## src/rtl/jt12_mod_seq.sv

```systemverilog
// Operator slot sequencer for a YM2612-style FM core: walks channel/operator
// slots and registers which earlier outputs feed the current operator's modulator.
module jt12_mod_seq #(
  parameter int NUM_CH = 6
) (
  input  logic       rst,
  input  logic       clk,
  input  logic       clk_en,
  input  logic       zero,
  input  logic       alg_we,
  input  logic [2:0] alg_ch,
  input  logic [2:0] alg_din,
  output logic       s1_enters,
  output logic       s2_enters,
  output logic       s3_enters,
  output logic       s4_enters,
  output logic [2:0] cur_ch,
  output logic       xuse_prevprev1,
  output logic       xuse_prev2,
  output logic       xuse_internal,
  output logic       yuse_prev1,
  output logic       yuse_prev2,
  output logic       yuse_internal,
  output logic       use_err,
  output logic       sync_err
);

  localparam logic [4:0] LAST = 5'(4 * NUM_CH - 1);

  logic [4:0] cnt;
  logic [2:0] alg_mem [8];
  logic [2:0] ch;
  logic [2:0] alg;
  logic [1:0] grp;
  logic [7:0] a_hot;
  logic       s1, s2, s3, s4;
  logic       xpp1, xp2, xint, yp1, yp2, yint;
  logic       x_over, y_over;

  // Slot groups run S1, S3, S2, S4 as the counter advances.
  always_comb begin
    ch  = 3'(cnt % 5'(NUM_CH));
    grp = 2'(cnt / 5'(NUM_CH));
    alg = alg_mem[ch];
    s1  = (grp == 2'd0);
    s3  = (grp == 2'd1);
    s2  = (grp == 2'd2);
    s4  = (grp == 2'd3);
  end

  genvar gi;
  generate
    for (gi = 0; gi < 8; gi++) begin : g_hot
      assign a_hot[gi] = (alg == 3'(gi));
    end

    if (NUM_CH == 6) begin : g_dec6
      always_comb begin
        xpp1 = s1 | (s3 & a_hot[5]);
        xp2  = (s3 & |a_hot[2:0]) | (s4 & a_hot[3]);
        xint = s4 & a_hot[2];
        yint = s4 & |(a_hot & 8'b0001_1011);
        yp1  = s1 | (s3 & a_hot[1]) | (s2 & |(a_hot & 8'b0111_1001))
               | (s4 & |(a_hot & 8'b0010_0100));
        yp2  = 1'b0;
      end
    end else begin : g_dec3
      always_comb begin
        xpp1 = s4 & |(a_hot & 8'b0001_1111);
        xp2  = s3 & a_hot[1];
        xint = s1;
        yint = 1'b0;
        yp1  = s1 | (s2 & |(a_hot & 8'b0111_1001))
               | (s3 & |(a_hot & 8'b0010_0010))
               | (s4 & |(a_hot & 8'b0010_0100));
        yp2  = (s3 & |(a_hot & 8'b0000_0101)) | (s4 & a_hot[3]);
      end
    end
  endgenerate

  always_comb begin
    x_over = $countones({xpp1, xp2, xint}) > 1;
    y_over = $countones({yp1, yp2, yint}) > 1;
  end

  // Algorithm writes ignore clk_en; a write to the slot being decoded lands after the read.
  always_ff @(posedge clk or posedge rst) begin
    if (rst) begin
      for (int i = 0; i < 8; i++) alg_mem[i] <= 3'd0;
    end else if (alg_we && (alg_ch < 3'(NUM_CH))) begin
      alg_mem[alg_ch] <= alg_din;
    end
  end

  always_ff @(posedge clk or posedge rst) begin
    if (rst) begin
      cnt            <= 5'd0;
      s1_enters      <= 1'b0;
      s2_enters      <= 1'b0;
      s3_enters      <= 1'b0;
      s4_enters      <= 1'b0;
      cur_ch         <= 3'd0;
      xuse_prevprev1 <= 1'b0;
      xuse_prev2     <= 1'b0;
      xuse_internal  <= 1'b0;
      yuse_prev1     <= 1'b0;
      yuse_prev2     <= 1'b0;
      yuse_internal  <= 1'b0;
      use_err        <= 1'b0;
      sync_err       <= 1'b0;
    end else if (clk_en) begin
      s1_enters      <= s1;
      s2_enters      <= s2;
      s3_enters      <= s3;
      s4_enters      <= s4;
      cur_ch         <= ch;
      xuse_prevprev1 <= xpp1;
      xuse_prev2     <= xp2;
      xuse_internal  <= xint;
      yuse_prev1     <= yp1;
      yuse_prev2     <= yp2;
      yuse_internal  <= yint;
      if (x_over || y_over) use_err <= 1'b1;
      // A frame marker anywhere but the last slot means we had drifted.
      if (zero) begin
        cnt <= 5'd0;
        if (cnt != LAST) sync_err <= 1'b1;
      end else begin
        cnt <= (cnt == LAST) ? 5'd0 : cnt + 5'd1;
      end
    end
  end

endmodule

```

## config.mk

```make
export PLATFORM = sky130hd
export DESIGN_NAME = jt12_mod_seq
export DESIGN_NICKNAME = d
export VERILOG_FILES = /design/src/rtl/jt12_mod_seq.sv
export SDC_FILE = /design/constraint.sdc
export NUM_CORES = 1
export LEC_CHECK = 0
export BUFFER_PORTS_ARGS = -buffer_cell sky130_fd_sc_hd__buf_4
export CORE_MARGIN = 3
export CORE_UTILIZATION = 55
export CTS_CLUSTER_SIZE = 25
export DETAILED_ROUTE_END_ITERATION = 10
export PLACE_DENSITY = 0.75
export SYNTH_ARGS = -nofsm -noshare
export SYNTH_HDL_FRONTEND = slang
export SYNTH_SLANG_ARGS = --single-unit
```

## constraint.sdc

```tcl
create_clock -name clk -period 7.25 [get_ports clk]
set_input_delay 0.3625 -clock clk [delete_from_list [all_inputs] [get_ports clk]]
set_output_delay 0.3625 -clock clk [all_outputs]
set_load 0.005 [all_outputs]
```

==> results.yml <==
outcome:
  status: "complete, no violations"
cells_and_area:
  stdcell_count: 265
  multi_input_area_mm2: 0.001196
  fillCellCount: 322
  layout.nets: 231
  diodes: 0
  fin_area_mm2: 0.002664
  ff_latch_area_mm2: 0.001076
  syn2layout_area_growth_pct: 10.89
  drive_above_1_share: 0.3349
clocking:
  clkTransAtPathRegs_ns: 0.08
  cts_tree: "yes"
  cts_root_buf: "clkbuf_8"
  cts_setup_buffers: 0
  clk_latency_ns: 0.30
  cts.htree.levels: 2
  numCtsBuffers: 5
  ctsResizeCount: 0
  cts_hold_buf: 0
  cts_max_path_buffers: 2
  cts.sinks: 43
placement:
  gp_congestion: 0.8618
  dp_cells: 257
  post_dp_cell_area_mm2: 0.002579
  portBuffers: 24
  post-dp-hpwl_um: 3330
synth:
  synth_seq_cells: 43
  avgSynthCellArea_um2: 12.07
  yosysWarnings: 0
  synth_cell_type_count: 44
  yosysTopAreaCell: "dfrtp_1"
  synth.most_common_cell: "dfrtp_1"
  synth_area_leaders: "dfrtp_1, mux4_2, mux2_2"
  synth_common_cells: "dfrtp_1, mux2_2, inv_1, nand2_1, mux4_2"
  syn-num-nets: 216
  synth_cells: 199
  syn_area_mm2: 0.002402
  seq_area_frac_synth: 0.4479
  async_flop_share: 1.000
  yosysTopAreaCellShare: 0.4479
  synth-main-ff-cell: "dfrtp_1"
  synth-edff-count: 0
routing:
  routed-via-count: 1565
  drtPass1Iterations: 4
  vias_per_cell: 5.906
  wl_per_cell_um: 16.79
  final_antenna_net_count: 0
  drc: 0
  wl_um: 4450
  drtIter0Drc: 113
global_routing:
  grt_max_degree: 44
  track_usage: 0.1875
  antenna_found_initial: 0
  grt_pass1_wl_um: 7652
  grt_pass1_vias: 1649
  grt-ovfl-total: 0
power_and_ir_drop:
  leakagePower_nw: 1.185
  ir_drop_v: 0.0001550
  seqPwrFrac: 0.480
  p_sw_uw: 191.2
  p_sw_frac: 0.3012
  cellPowerDensity_mw_per_mm2: 238.2
  clkPwrFrac: 0.237
  cell_internal_pwr_uw: 443.5
  pwr-share-comb: 0.282
timing:
  rsz0062_at_grt: "false"
  skew_ns: 0.009740
  setup_tns_ns: 0
  finalSetupViolCount: 0
  fin_crit_sh: 0.6174
  worstMarginPinSlew_ns: 0.9386
  slew_headroom: 0.3655
  slew_violations: 0
  hold_viol: 0
  fmax_mhz: 223.4
  fin_crit_ns: 4.476
setup_path:
  critical_path_arrival_ns: 4.67
  end_kind: "flop"
  crit_path_frequent_cell: "ha_1"
  slowest_delay_ns: 0.70
  start_kind: "flop"
  required_ns: 7.44
  worstSetupPathType: "flop to flop"
  path_cells: "and2b_1 > nand2_1 > ha_1 > and2_1 > a21oi_1 > inv_1 > ha_1 > a221o_1 > a211oi_4 > mux2i_1 > nor2b_4 > nor4b_2 > ha_1 > inv_1 > o41ai_1"
  cp_slowest_cell: "mux2i_1"
  worstPathMaxFanout: 15
die:
  ioPinCount: 26
  design.die.area_mm2: 0.005197
  die_x_um: 72.09
  num_rows: 23
  initial_core_util: 0.5838
  die_y_um: 72.09
  coreArea_mm2: 0.004115
worst_hold_path:
  hold_path.class: "primary input to async pin"
flow_run:
  max-cap-violations: 0
## flip-flops by register name, summed over array words and instances (netlist names)
signal,cells
yuse_internal,1
xuse_prev2,1
s1_enters,1
s2_enters,1
sync_err,1
alg_mem,24
yuse_prev1,1
s3_enters,1
xuse_internal,1
cnt,5
xuse_prevprev1,1
s4_enters,1
cur_ch,3
use_err,1
## cells by family (layout without fill, tap and decap cells)
group                      count (synthesis)  count (layout)  share of synthesized area
AOI/OAI and AO/OA                         28              28                    0.08437
other                                      1               1                   0.001561
xor gates and xnor gates                   2               2                   0.007293
and+or+nand+nor                           42              42                     0.1115
DFF                                       43              43                     0.4479
muxes                                     45              45                     0.2620
adders and majority gates                  6               6                    0.03125
buffers and inverters                     32              48                    0.05416
## through the flow
| step | utilization | total power [mW] | setup slack (ns) | hold slack (ns) |
|---|---|---|---|---|
| after floorplan | - | 0.4384 | 3.423 | 0.4399 |
| after global placement | 0.6266 | 0.4806 | 2.908 | 0.3769 |
| after detailed placement | 0.6266 | 0.4891 | 2.835 | 0.3944 |
| after CTS | 0.6473 | 0.6395 | 2.771 | 0.2163 |
| after global routing | 0.6473 | 0.6714 | 2.401 | 0.2458 |
| final | 0.6473 | 0.6346 | 2.774 | 0.1937 |
## worst max-delay path, delay by kind of cell (launching register included)
kind	cells	cell delay, ns
flip-flops	1	0.42
buffers and inverters	2	0.18
multiplexers	1	0.70
adder cells (fa/ha/maj)	3	0.80
AND/OR/NAND/NOR	5	0.83
AO/OA/AOI/OAI	4	1.44
## layout make-up
cell class	instances	share of cell area
multi-input combinational	124	0.4490
sequential	43	0.4039
clock inverter	2	0.004697
timing repair buffer	25	0.07046
clock buffer	6	0.02724
inverter	15	0.02114
tap	50	0.02349
## cell usage in the layout (no fill, tap or decap), types with 3 or more instances in the layout
cell,n
a21oi_1,3
and2_1,4
buf_4,25
clkbuf_8,5
dfrtp_1,43
ha_1,6
inv_1,14
mux2_2,23
mux2i_1,10
mux4_2,12
nand2_1,13
nand4b_1,4
nor2b_1,4
o21ai_0,9
## layer usage
layer / vias to the layer above / routed length [um] / GRT usage / share of wire
met5: - / 0 / 0 / 0
met4: 0 / 114 / 0.08768 / 0.026
met3: 14 / 189 / 0.03878 / 0.042
met2: 43 / 2182 / 0.3023 / 0.49
met1: 766 / 1964 / 0.2429 / 0.44
li1: 742 / - / - / -
## power by group through the flow
stage / sequential (mW) / combinational (mW) / clock (mW)
detailed placement: 0.309 / 0.180 / 0
CTS: 0.304 / 0.181 / 0.154
global placement: 0.306 / 0.174 / 0
floorplan: 0.294 / 0.145 / 0
global route: 0.310 / 0.197 / 0.165
finish: 0.305 / 0.179 / 0.151
## path summary, 6_finish.rpt
path	startpoint	to	slack [ns]	cells past startpoint
min in group clk	zero	sync_err	0.33	2
max in group asynchronous	rst	alg_mem[5]	6.69	3
hold reg to reg	alg_mem[3]	alg_mem[3]	0.41	0
setup reg to reg	cnt[4]	use_err	2.77	15
hold / removal	rst	xuse_internal	0.19	3
setup / recovery	cnt[4]	use_err	2.77	15
Power figures use the tool's default switching activity.
